===== src/rtl/interrupt_controller.sv =====
// Interrupt controller: IF/IE registers, IME with delayed EI, and the acknowledge/vector dispatch FSM.
// Build option: define INTCTRL_EDGE_DETECT_EN to set IF on rising request edges instead of levels.
module interrupt_controller (
  input  logic        i_Clk,
  input  logic        i_Rst,
  input  logic        i_Enable,
  input  logic [4:0]  i_Int_Req,
  input  logic [15:0] i_Addr,
  input  logic [7:0]  i_Data,
  input  logic        i_Write,
  output logic [7:0]  o_Data,
  output logic        o_Selected,
  input  logic        i_EI,
  input  logic        i_DI,
  input  logic        i_RETI,
  input  logic        i_Instr_Boundary,
  output logic [4:0]  o_Interrupts,
  output logic        o_Wake,
  input  logic        i_Handle_Interrupt,
  output logic [7:0]  o_Vector,
  output logic        o_Vector_Valid,
  input  logic        i_Vector_Taken,
  output logic [1:0]  o_Debug_State
);

  typedef enum logic [1:0] {IDLE = 2'd0, ACK = 2'd1, VEC = 2'd2} state_t;

  state_t      state_q, state_d;
  logic [4:0]  if_q, if_d;
  logic [7:0]  ie_q;
  logic        ime_q, ime_d;
  logic        ime_pending_q, ime_pending_d;
  logic [2:0]  idx_q, first_idx;
  logic        cancel_q, none_pending;
  logic [4:0]  pending, req_set, dispatch_clear;
  logic        write_if, write_ie;

  assign write_if = i_Write && (i_Addr == 16'hFF0F);
  assign write_ie = i_Write && (i_Addr == 16'hFFFF);
  assign pending  = if_q & ie_q[4:0];

`ifdef INTCTRL_EDGE_DETECT_EN
  logic [4:0] prev_req_q;
  assign req_set = i_Int_Req & ~prev_req_q;

  always_ff @(posedge i_Clk or posedge i_Rst) begin
    if (i_Rst)         prev_req_q <= 5'b0;
    else if (i_Enable) prev_req_q <= i_Int_Req;
  end
`else
  assign req_set = i_Int_Req;
`endif

  // Lowest set bit wins; scanning downward leaves the lowest index last.
  always_comb begin
    first_idx    = 3'd0;
    none_pending = 1'b1;
    for (int i = 4; i >= 0; i--) begin
      if (pending[i]) begin
        first_idx    = 3'(i);
        none_pending = 1'b0;
      end
    end
  end

  assign dispatch_clear = (state_q == ACK && !cancel_q) ? (5'b00001 << idx_q) : 5'b0;
  assign if_d = ((write_if ? i_Data[4:0] : if_q) & ~dispatch_clear) | req_set;

  always_comb begin
    ime_d         = ime_q;
    ime_pending_d = ime_pending_q;
    if (i_Instr_Boundary && ime_pending_q) begin
      ime_d         = 1'b1;
      ime_pending_d = 1'b0;
    end
    if (i_EI)   ime_pending_d = 1'b1;
    if (i_RETI) ime_d = 1'b1;
    if (state_q == ACK || i_DI) begin
      ime_d         = 1'b0;
      ime_pending_d = 1'b0;
    end
  end

  // Vector handshake: o_Vector_Valid rises with o_Vector stable and both hold until the
  // control unit pulses i_Vector_Taken; Valid then drops on the next enabled edge.
  always_comb begin
    state_d = state_q;
    case (state_q)
      IDLE:    if (i_Handle_Interrupt) state_d = ACK;
      ACK:     state_d = VEC;
      VEC:     if (i_Vector_Taken) state_d = IDLE;
      default: state_d = IDLE;
    endcase
  end

  always_ff @(posedge i_Clk or posedge i_Rst) begin
    if (i_Rst) begin
      state_q        <= IDLE;
      if_q           <= 5'b0;
      ie_q           <= 8'h00;
      ime_q          <= 1'b0;
      ime_pending_q  <= 1'b0;
      idx_q          <= 3'd0;
      cancel_q       <= 1'b0;
      o_Vector       <= 8'h00;
      o_Vector_Valid <= 1'b0;
    end else if (i_Enable) begin
      state_q       <= state_d;
      if_q          <= if_d;
      ime_q         <= ime_d;
      ime_pending_q <= ime_pending_d;
      if (write_ie) ie_q <= i_Data;
      if (state_q == IDLE && i_Handle_Interrupt) begin
        idx_q    <= first_idx;
        cancel_q <= none_pending;
      end
      if (state_q == ACK) begin
        o_Vector       <= cancel_q ? 8'h00 : 8'h40 + {2'b00, idx_q, 3'b000};
        o_Vector_Valid <= 1'b1;
      end
      if (state_q == VEC && i_Vector_Taken) o_Vector_Valid <= 1'b0;
    end
  end

  always_comb begin
    o_Data = 8'h00;
    if (i_Addr == 16'hFF0F)      o_Data = {3'b111, if_q};
    else if (i_Addr == 16'hFFFF) o_Data = ie_q;
  end

  assign o_Selected    = (i_Addr == 16'hFF0F) || (i_Addr == 16'hFFFF);
  assign o_Interrupts  = ime_q ? pending : 5'b0;
  assign o_Wake        = |pending;
  assign o_Debug_State = state_q;

endmodule


===== config.mk =====
export PLATFORM = sky130hd
export DESIGN_NAME = interrupt_controller
export DESIGN_NICKNAME = d
export VERILOG_FILES = /design/src/rtl/interrupt_controller.sv
export SDC_FILE = /design/constraint.sdc
export NUM_CORES = 1
export LEC_CHECK = 0
export CAP_MARGIN = 20
export CORE_MARGIN = 3
export CORE_UTILIZATION = 41
export DETAILED_ROUTE_END_ITERATION = 10
export PLACE_DENSITY = 0.79
export SYNTH_ARGS = -nofsm -noshare
export SYNTH_HDL_FRONTEND = slang
export SYNTH_SLANG_ARGS = --single-unit

===== constraint.sdc =====
create_clock -name i_Clk -period 3.25 [get_ports i_Clk]
set_input_delay 0.8125 -clock i_Clk [delete_from_list [all_inputs] [get_ports i_Clk]]
set_output_delay 0.8125 -clock i_Clk [all_outputs]
set_load 0.1 [all_outputs]

After elaboration in Yosys (flattened, before gate mapping) --
Cells that the tools add are included.
Word-level totals: register bits 30, bits of input ports 39, output and inout bits 26
Cells by class: $add $sub $neg 1, eq/ne operators 6, shift operators 1, multiplexer cells 27, bitwise logic cells 4, reductions and logical operators 21
Operator list (number):
- == test 16 bit (second input constant) | 2
- two-way mux 8 bit | 3
- two-way mux 3 bit | 5
- two-way mux 5 bit | 3
- two-way mux 1 bit | 13
- AND reduction 2 bit | 6
- bitwise AND 5 bit | 2
- adder 7 x 6 -> 8 bit (first input constant) | 1
- logical AND 1 bit | 6
- case mux 2 bit (3 select lines) | 1
- nonzero test 3 bit | 2
- inverter 5 bit | 1
- OR 5 bit | 1
- OR reduction 5 bit | 1
- << shifter 1 x 3 -> 5 bit (first input constant) | 1
- two-way mux 2 bit | 2
- inequality test 2 bit (second input constant) | 2
- AND reduction 3 bit | 1
- == test 2 x 1 -> 1 bit (second input constant) | 1
- == test 2 bit (second input constant) | 1
- logical NOT 2 bit | 1
- logical OR 1 bit | 2
- nonzero test 2 bit | 1
- logical NOT 1 bit | 1

Depth between registers and ports, before layout --
Gate-level depths: netlist of run 1.
word-level depth 6, depth in mapped cells 6, depth with buffers taken out 4

Worst setup path after synthesis of run 1 --
Ideal clock, no wire load.
path kind input-to-output, start point input i_Addr[4], end point output o_Data[5], data arrival time 4.416 ns, setup slack -1.979 ns, stages on the path 3, path through or4_4 -> a2111oi_2 -> o21a_1
On the way: longest elaborated chain between the ends 3
RTL lines:
- from (decl) | line 8 | input logic [15:0] i_Addr,
- == test 16 bit | line 128 | else if (i_Addr == 16'hFFFF) o_Data = ie_q;
- two-way mux 8 bit | line 128
- two-way mux 8 bit * | line 127 | if (i_Addr == 16'hFF0F) o_Data = {3'b111, if_q};
- to (decl) | line 11 | output logic [7:0] o_Data,
Every way passes the cells marked *; elsewhere a longest branch is shown, timed or not.

Final worst setup path of run 1 --
start point input i_Addr[15], end point output o_Data[7]
The elaborated chain is that of the path after synthesis.

==> impl_metrics.xml, run 1 <==
<?xml version="1.0" encoding="UTF-8"?>
<metrics>
  <group name="status">
    <metric name="outcome" unit="">finished clean</metric>
  </group>
  <group name="flow_run">
    <metric name="max-cap-violations" unit="">0</metric>
  </group>
  <group name="grt">
    <metric name="initial_antenna_violation_count" unit="">0</metric>
    <metric name="wire_length_of_the_first_global_routing_pass" unit="um">6824</metric>
    <metric name="vias_in_the_first_global_route" unit="">1429</metric>
    <metric name="grt_use_total" unit="%">20.77</metric>
    <metric name="gr-total-overflow" unit="">0</metric>
    <metric name="grt_start_max_net_pins" unit="">27</metric>
  </group>
  <group name="die">
    <metric name="die_height" unit="um">65.01</metric>
    <metric name="die-width" unit="um">65.01</metric>
    <metric name="fp.coreArea" unit="mm2">0.003178</metric>
    <metric name="design.die.area" unit="mm2">0.004226</metric>
    <metric name="initial_core_util" unit="%">44.92</metric>
    <metric name="design.portCount" unit="">65</metric>
    <metric name="rows" unit="">20</metric>
  </group>
  <group name="sta">
    <metric name="maxClockFrequency" unit="GHz">0.3157</metric>
    <metric name="timing_worst_slew_pin_value" unit="ns">0.5347</metric>
    <metric name="maxSlewHeadroom" unit="%">64.08</metric>
    <metric name="fin_crit" unit="ns">3.167</metric>
    <metric name="total_negative_setup_slacks" unit="ns">0</metric>
    <metric name="finalHoldViolCount" unit="">0</metric>
    <metric name="finalClockSkew" unit="ns">0.001941</metric>
    <metric name="rsz0062_at_grt" unit="">false</metric>
    <metric name="fin_ws" unit="ns">0.08266</metric>
    <metric name="finalSetupViolCount" unit="">0</metric>
    <metric name="finalMaxSlewViolations" unit="">0</metric>
    <metric name="final_min_period_over_clock_period" unit="%">97.46</metric>
  </group>
  <group name="cts">
    <metric name="cts.clk_slew.worst_paths" unit="ns">0.13</metric>
    <metric name="clockRootBuffer" unit="">sky130_fd_sc_hd__clkbuf_4</metric>
    <metric name="cts.sink_count" unit="">26</metric>
    <metric name="cts_hold_buffers" unit="">0</metric>
    <metric name="htreeDepth" unit="">1</metric>
    <metric name="worst_skew_late_latency" unit="ns">0.32</metric>
    <metric name="tritoncts" unit="">yes</metric>
    <metric name="tritoncts.num_buffers" unit="">3</metric>
    <metric name="cts_max_path_buffers" unit="">2</metric>
  </group>
  <group name="critical_path">
    <metric name="critPathTopFamily" unit="">buffers and inverters</metric>
    <metric name="cp_cell_sequence" unit="">clkdlybuf4s50_1 -&gt; nand4_4 -&gt; buf_4 -&gt; a2111oi_4 -&gt; o21a_1 -&gt; buf_12</metric>
    <metric name="worst-path-max-fanout" unit="">4</metric>
    <metric name="reg2regPathDepth" unit="">4</metric>
    <metric name="worst_r2r_endpoint" unit="">if_q[3]</metric>
    <metric name="crit_path_end_kind" unit="">primary output</metric>
    <metric name="reg2reg_from" unit="">o_Debug_State[1]</metric>
    <metric name="crit_type" unit="">input pin to primary output</metric>
    <metric name="worst_ep_required" unit="ns">2.44</metric>
    <metric name="crit_buf_inv" unit="">3</metric>
    <metric name="timing.reg2reg.setup_slack" unit="ns">1.48</metric>
    <metric name="stage_delay_of_the_slowest_cell_on_the_critical_path" unit="ns">0.51</metric>
    <metric name="crit_path_start" unit="">i_Addr[15]</metric>
    <metric name="cp_data_arrival_time" unit="ns">2.35</metric>
    <metric name="critical_path_s_slowest_cell" unit="">sky130_fd_sc_hd__clkdlybuf4s50_1</metric>
    <metric name="last_element_of_the_critical_path" unit="">o_Data[7]</metric>
    <metric name="worstSetupPathDepth" unit="">6</metric>
    <metric name="setup.worst_path.start_class" unit="">input pin</metric>
  </group>
  <group name="synth">
    <metric name="netlist_area" unit="mm2">0.001428</metric>
    <metric name="synth.yosys.seq_area_share" unit="%">45.57</metric>
    <metric name="ys_seq_elements" unit="">26</metric>
    <metric name="post_synth_inst_count" unit="">141</metric>
    <metric name="post_synth_arst_share" unit="%">100.0</metric>
    <metric name="post_synth_main_area_contributors" unit="">sky130_fd_sc_hd__dfrtp_1 46%, sky130_fd_sc_hd__nand2_1 5.0%, sky130_fd_sc_hd__mux2_1 3.9%</metric>
    <metric name="yosysMostFrequentCell" unit="">sky130_fd_sc_hd__dfrtp_1</metric>
    <metric name="yosys_warnings" unit="">0</metric>
    <metric name="synth.lib_cells_used.distinct" unit="">38</metric>
    <metric name="postSynth.topFlopCell" unit="">sky130_fd_sc_hd__dfrtp_1</metric>
    <metric name="synth_enable_flop_cells" unit="">0</metric>
    <metric name="synth.largest_area_cell" unit="">sky130_fd_sc_hd__dfrtp_1</metric>
    <metric name="synth_top_cells_by_count" unit="">26 x sky130_fd_sc_hd__dfrtp_1, 19 x sky130_fd_sc_hd__nand2_1, 9 x sky130_fd_sc_hd__a21oi_1, 8 x sky130_fd_sc_hd__o21ai_0</metric>
    <metric name="avgSynthCellArea" unit="um2">10.12</metric>
    <metric name="synth.top_cell.area_share" unit="%">45.57</metric>
  </group>
  <group name="routing">
    <metric name="antenna_left" unit="">0</metric>
    <metric name="vias_per_cell" unit="">5.584</metric>
    <metric name="number_of_detailed_route_iterations_in_the_first_pass" unit="">4</metric>
    <metric name="route.detailed.drc" unit="">0</metric>
    <metric name="routed_wire_length_per_instance" unit="um">16.26</metric>
    <metric name="wl" unit="um">4179</metric>
    <metric name="detail_route.iter0.violations" unit="">107</metric>
    <metric name="route.vias.total" unit="">1435</metric>
  </group>
  <group name="placement">
    <metric name="dp.final_hpwl" unit="um">3358</metric>
    <metric name="detailedPlace.worstSlack" unit="ns">-0.2087</metric>
    <metric name="numPortBuffers" unit="">60</metric>
    <metric name="routabilityCongestion" unit="">0.8048</metric>
  </group>
  <group name="power_and_ir_drop">
    <metric name="pwr_density_cell" unit="mW/mm2">408.9</metric>
    <metric name="leakage" unit="nW">1.052</metric>
    <metric name="worst_ir_drop_vdd" unit="uV">277.1</metric>
  </group>
  <group name="final_layout">
    <metric name="final_nets" unit="">253</metric>
    <metric name="fill_cells" unit="">252</metric>
    <metric name="syn_to_final_growth" unit="%">59.60</metric>
    <metric name="layout-drive-gt1-share" unit="%">26.76</metric>
    <metric name="sequential_cell_area" unit="um2">650.6</metric>
    <metric name="multi_input_area" unit="um2">774.5</metric>
    <metric name="diodes" unit="">0</metric>
  </group>
  <group name="worst_hold_path">
    <metric name="min_path_type" unit="">flop to flop</metric>
  </group>
</metrics>
## layer usage
| metal | part of all wire, % | GRT usage [%] |
|---|---|---|
| met1 | 41 | 25.44 |
| met2 | 52 | 37.04 |
| met3 | 4.5 | 4.679 |
| met4 | 1.9 | 4.663 |
| met5 | 0 | 0 |
## kinds of logic (layout without fill, tap and decap cells)
family	count (synthesis)	after routing	share of synthesized area, %
other	1	4	0.2627
flip-flops	26	26	45.57
AND/OR/NAND/NOR	55	55	24.10
buffers and inverters	9	78	3.506
multiplexers	8	8	6.310
AO/OA/AOI/OAI	42	42	20.24
## tightest hold or removal path: stages, from the launching register on
cell	delay, ns
sky130_fd_sc_hd__dfrtp_1	0.37
sky130_fd_sc_hd__nand2_1	0.05
sky130_fd_sc_hd__o21ai_0	0.06
## worst min path at each step
stage                              from             to  slack [ns]  cells after the start
after floorplan           ime_pending_q  ime_pending_q        0.46                      1
after global placement      o_Vector[3]    o_Vector[3]        0.47                      2
after detailed placement    o_Vector[6]    o_Vector[6]        0.48                      2
after CTS                   o_Vector[6]    o_Vector[6]        0.51                      2
after global routing            ie_q[5]        ie_q[5]        0.54                      1
final                       o_Vector[6]    o_Vector[6]        0.50                      2
## layout by cell type (no fill, tap or decap), types with 3 or more instances in the layout
master                            count
sky130_fd_sc_hd__a22o_2               5
sky130_fd_sc_hd__dlymetal6s2s_1       4
sky130_fd_sc_hd__o21ai_1              3
sky130_fd_sc_hd__mux2_2               3
sky130_fd_sc_hd__nand3_1              5
sky130_fd_sc_hd__nand4_1              3
sky130_fd_sc_hd__buf_12              10
sky130_fd_sc_hd__mux2_1               5
sky130_fd_sc_hd__nor4_1               3
sky130_fd_sc_hd__nand2_1             19
sky130_fd_sc_hd__nand2b_1             3
sky130_fd_sc_hd__and3_1               5
sky130_fd_sc_hd__nor2_1               3
sky130_fd_sc_hd__dfrtp_1             26
sky130_fd_sc_hd__o21a_1               3
sky130_fd_sc_hd__conb_1               4
sky130_fd_sc_hd__buf_4               24
sky130_fd_sc_hd__o21ai_0              8
sky130_fd_sc_hd__clkbuf_2             3
sky130_fd_sc_hd__clkbuf_4             3
sky130_fd_sc_hd__clkdlybuf4s50_1     29
sky130_fd_sc_hd__a21oi_1              9
sky130_fd_sc_hd__o311a_1              3
## through the flow
step / hold slack (ns) / utilization (%) / std cells / total power, mW / area [um2]
finish: 0.5046 / 71.69 / 257 / 0.9317 / 2278
global route: 0.5386 / 71.69 / 257 / 0.9815 / 2278
CTS: 0.5076 / 71.18 / 256 / 0.9363 / 2262
detailed placement: 0.4766 / 69.33 / 251 / 0.7738 / 2203
global placement: 0.4653 / 69.33 / 251 / 0.7639 / 2203
floorplan: 0.4568 / - / 144 / 0.6602 / 1458
## final cells by class
cell class | instances | area share, %
Sequential cell | 26 | 28.56
Multi-Input combinational cell | 109 | 33.99
Tap cell | 44 | 2.416
Clock buffer | 4 | 1.593
Timing Repair Buffer | 72 | 33.11
Inverter | 2 | 0.3295
## state kept, by name, indices dropped and copies added, names as in the netlist
signal	cells
cancel_q	1
ime_pending_q	1
o_Vector_Valid	1
ie_q	8
o_Vector	4
idx_q	3
if_q	5
o_Debug_State	2
ime_q	1
## timing repair
item                                    CTS  global route
hold endpoints to repair                  0             0
cloned                                    0             0
setup buffers                             1             1
gates resized for setup                  10             8
pin swaps                                 3             3
endpoints found under the setup margin    9             7
## report_power, final
part / switching [mW] / leakage [nW] / total [mW] / internal (mW)
combinational: 0.269 / 0.704 / 0.373 / 0.104
clock: 0.0938 / 0.0210 / 0.162 / 0.0687
sequential: 0.0369 / 0.327 / 0.397 / 0.360
(Power assumes the default switching activity.)
==> run 2: changes to the inputs <==
--- a/config.mk
+++ b/config.mk
@@ -7,9 +7,9 @@
 export LEC_CHECK = 0
 export CAP_MARGIN = 20
 export CORE_MARGIN = 3
-export CORE_UTILIZATION = 41
+export CORE_UTILIZATION = 45
 export DETAILED_ROUTE_END_ITERATION = 10
-export PLACE_DENSITY = 0.79
+export DONT_BUFFER_PORTS = 1
 export SYNTH_ARGS = -nofsm -noshare
 export SYNTH_HDL_FRONTEND = slang
 export SYNTH_SLANG_ARGS = --single-unit
==> impl_metrics.xml, run 2 (synthesis results as in run 1) <==
<?xml version="1.0" encoding="UTF-8"?>
<metrics>
  <group name="cts">
    <metric name="cts.sink_count" unit="">26</metric>
    <metric name="tritoncts.num_buffers" unit="">3</metric>
    <metric name="worst_skew_late_latency" unit="ns">0.32</metric>
    <metric name="cts.repair.resized" unit="">0</metric>
    <metric name="clockRootBuffer" unit="">sky130_fd_sc_hd__clkbuf_4</metric>
    <metric name="cts.clk_slew.worst_paths" unit="ns">0.14</metric>
    <metric name="postCtsSetupRepairBufs" unit="">0</metric>
    <metric name="cts_max_path_buffers" unit="">2</metric>
    <metric name="cts_hold_buffers" unit="">0</metric>
    <metric name="tritoncts" unit="">yes</metric>
    <metric name="htreeDepth" unit="">1</metric>
  </group>
  <group name="die">
    <metric name="die-width" unit="um">62.33</metric>
    <metric name="fp.coreArea" unit="mm2">0.002877</metric>
    <metric name="die_height" unit="um">62.33</metric>
    <metric name="rows" unit="">19</metric>
    <metric name="design.portCount" unit="">65</metric>
    <metric name="initial_core_util" unit="%">49.63</metric>
    <metric name="design.die.area" unit="mm2">0.003884</metric>
  </group>
  <group name="placement">
    <metric name="placement.cell_area" unit="mm2">0.001695</metric>
    <metric name="routabilityCongestion" unit="">0.7600</metric>
    <metric name="numPortBuffers" unit="">0</metric>
    <metric name="detailedPlace.worstSlack" unit="ns">0.1975</metric>
    <metric name="dp.final_hpwl" unit="um">2679</metric>
  </group>
  <group name="sta">
    <metric name="fin_crit" unit="ns">3.033</metric>
    <metric name="fin_worst_hold_slack" unit="ns">0.3688</metric>
    <metric name="finalHoldViolCount" unit="">0</metric>
    <metric name="timing_worst_slew_pin_value" unit="ns">0.9183</metric>
    <metric name="final_min_period_over_clock_period" unit="%">93.33</metric>
    <metric name="maxSlewHeadroom" unit="%">38.78</metric>
    <metric name="finalMaxSlewViolations" unit="">0</metric>
    <metric name="finalClockSkew" unit="ns">0.002891</metric>
    <metric name="total_negative_setup_slacks" unit="ns">0</metric>
    <metric name="fin_ws" unit="ns">0.2167</metric>
    <metric name="finalSetupViolCount" unit="">0</metric>
    <metric name="rsz0062_at_grt" unit="">false</metric>
    <metric name="maxClockFrequency" unit="GHz">0.3297</metric>
  </group>
  <group name="final_layout">
    <metric name="largest_register" unit="">ie_q</metric>
    <metric name="final_nets" unit="">199</metric>
    <metric name="largest_reg_flops" unit="">8</metric>
    <metric name="layout-drive-gt1-share" unit="%">23.90</metric>
    <metric name="fill_cells" unit="">252</metric>
    <metric name="finish.instance_area" unit="mm2">0.001747</metric>
    <metric name="diodes" unit="">0</metric>
    <metric name="postLayoutCoreUtil" unit="%">60.72</metric>
    <metric name="syn_to_final_growth" unit="%">22.35</metric>
    <metric name="reg_top3" unit="">ie_q: 8 flops, if_q: 5 flops, o_Vector: 4 flops</metric>
    <metric name="most-common-layout-cells" unit="">26 x sky130_fd_sc_hd__dfrtp_1, 19 x sky130_fd_sc_hd__nand2_1, 9 x sky130_fd_sc_hd__a21oi_1, 9 x sky130_fd_sc_hd__buf_4</metric>
    <metric name="layout_commonest_cell" unit="">sky130_fd_sc_hd__dfrtp_1</metric>
  </group>
  <group name="critical_path">
    <metric name="worst-path-max-fanout" unit="">8</metric>
    <metric name="crit_type" unit="">input pin to primary output</metric>
    <metric name="critPathTopFamily" unit="">simple AND/OR/NAND/NOR gates</metric>
    <metric name="critical_path_s_slowest_cell" unit="">sky130_fd_sc_hd__or4_4</metric>
    <metric name="worst_ep_required" unit="ns">2.44</metric>
    <metric name="stage_delay_of_the_slowest_cell_on_the_critical_path" unit="ns">0.57</metric>
    <metric name="setup.worst_path.start_class" unit="">input pin</metric>
    <metric name="cp_data_arrival_time" unit="ns">2.22</metric>
    <metric name="crit_buf_inv" unit="">1</metric>
    <metric name="cp_cell_sequence" unit="">or4_4 -&gt; nor4_4 -&gt; a22o_2 -&gt; buf_12</metric>
    <metric name="crit_path_end_kind" unit="">primary output</metric>
  </group>
  <group name="routing">
    <metric name="wl" unit="um">3478</metric>
    <metric name="detail_route.iter0.violations" unit="">51</metric>
    <metric name="route.vias.total" unit="">1174</metric>
    <metric name="routed_wire_length_per_instance" unit="um">17.30</metric>
    <metric name="number_of_detailed_route_iterations_in_the_first_pass" unit="">4</metric>
    <metric name="vias_per_cell" unit="">5.841</metric>
    <metric name="antenna_left" unit="">0</metric>
    <metric name="route.detailed.drc" unit="">0</metric>
  </group>
  <group name="power_and_ir_drop">
    <metric name="worst_ir_drop_vdd" unit="uV">203.7</metric>
    <metric name="leakage" unit="nW">0.7847</metric>
    <metric name="seq_pwr_share" unit="%">60.0</metric>
    <metric name="clockPowerShare" unit="%">19.4</metric>
    <metric name="power_switching" unit="mW">0.3798</metric>
    <metric name="power_frac_comb" unit="%">20.6</metric>
    <metric name="power.internal" unit="mW">0.4698</metric>
    <metric name="pwr_density_cell" unit="mW/mm2">486.4</metric>
    <metric name="netSwitchingFraction" unit="%">44.71</metric>
  </group>
  <group name="grt">
    <metric name="gr-total-overflow" unit="">0</metric>
    <metric name="wire_length_of_the_first_global_routing_pass" unit="um">5699</metric>
    <metric name="vias_in_the_first_global_route" unit="">1203</metric>
    <metric name="grt_use_total" unit="%">18.40</metric>
    <metric name="grt_start_max_net_pins" unit="">27</metric>
    <metric name="initial_antenna_violation_count" unit="">0</metric>
  </group>
  <group name="worst_hold_path">
    <metric name="min_path_type" unit="">input pin to asynchronous set/reset pin</metric>
  </group>
  <group name="status">
    <metric name="outcome" unit="">finished clean</metric>
  </group>
  <group name="flow_run">
    <metric name="max-cap-violations" unit="">0</metric>
  </group>
</metrics>
==> run 2: cell types whose count changed in the layout (fill, tap and decap cells not counted), moves of 2 or more <==
| cell | previous run | this run |
|---|---|---|
| sky130_fd_sc_hd__dlymetal6s2s_1 | 4 | 0 |
| sky130_fd_sc_hd__clkbuf_2 | 3 | 0 |
| sky130_fd_sc_hd__nand4_4 | 2 | 0 |
| sky130_fd_sc_hd__buf_4 | 24 | 9 |
| sky130_fd_sc_hd__nand4_2 | 0 | 2 |
| sky130_fd_sc_hd__buf_12 | 10 | 8 |
| sky130_fd_sc_hd__clkdlybuf4s50_1 | 29 | 0 |
==> run 2: power groups by stage <==
stage	logic, mW	clock network (mW)	registers [mW]
after floorplan	0.0935	0	0.567
after detailed placement	0.174	0	0.518
after CTS	0.175	0.172	0.511
after global placement	0.170	0	0.515
after global routing	0.189	0.189	0.518
final	0.175	0.165	0.510
==> run 2: layout make-up <==
class	count	area, um2	share of cell area (%)
sequential	26	650.6	37.25
timing repair buffer	18	242.7	13.90
inverter	2	7.507	0.4298
multi-input combinational	109	757.0	43.34
tap	42	52.55	3.009
clock buffer	4	36.28	2.077
==> run 2: final timing paths <==
path,from,to,slack (ns),cells past startpoint
hold reg to reg,ie_q[5],ie_q[5],0.51,1
setup / recovery,i_Addr[4],o_Data[1],0.22,4
hold / removal,i_Rst,o_Vector[4],0.37,1
setup reg to reg,o_Debug_State[1],if_q[3],1.37,5
max in group asynchronous,i_Rst,ie_q[5],2.42,2
min in group i_Clk,ie_q[5],ie_q[5],0.51,1
==> run 2: through the flow <==
step                      cells  power, mW
final                       201     0.8496
after detailed placement    196     0.6919
after floorplan             144     0.6602
after global placement      196     0.6845
after CTS                   200     0.8578
after global routing        201     0.8962
==> run 2: worst reg2reg max path, cell delays in order (launching register included) <==
cell                       delay (ns)
sky130_fd_sc_hd__dfrtp_1         0.38
sky130_fd_sc_hd__buf_4           0.24
sky130_fd_sc_hd__nand3b_1        0.37
sky130_fd_sc_hd__nor3_1          0.46
sky130_fd_sc_hd__and4b_1         0.27
sky130_fd_sc_hd__a211oi_1        0.05
==> run 2: per-layer routing <==
layer  share of wire, %  GRT usage, %  up-vias
li1                   -             -      567
met3                8.1         5.586        2
met2                 52         32.80       43
met1                 40         21.06      562
met4               0.55         5.785        0
met5                  0             0        -
==> run 3: changes to the inputs <==
--- a/config.mk
+++ b/config.mk
@@ -8,6 +8,7 @@
 export CAP_MARGIN = 20
 export CORE_MARGIN = 3
 export CORE_UTILIZATION = 45
+export CTS_CLUSTER_SIZE = 14
 export DETAILED_ROUTE_END_ITERATION = 10
 export DONT_BUFFER_PORTS = 1
 export SYNTH_ARGS = -nofsm -noshare
==> results of run 3 <==
Final layout, timing and power as in run 2 (identical DEF).
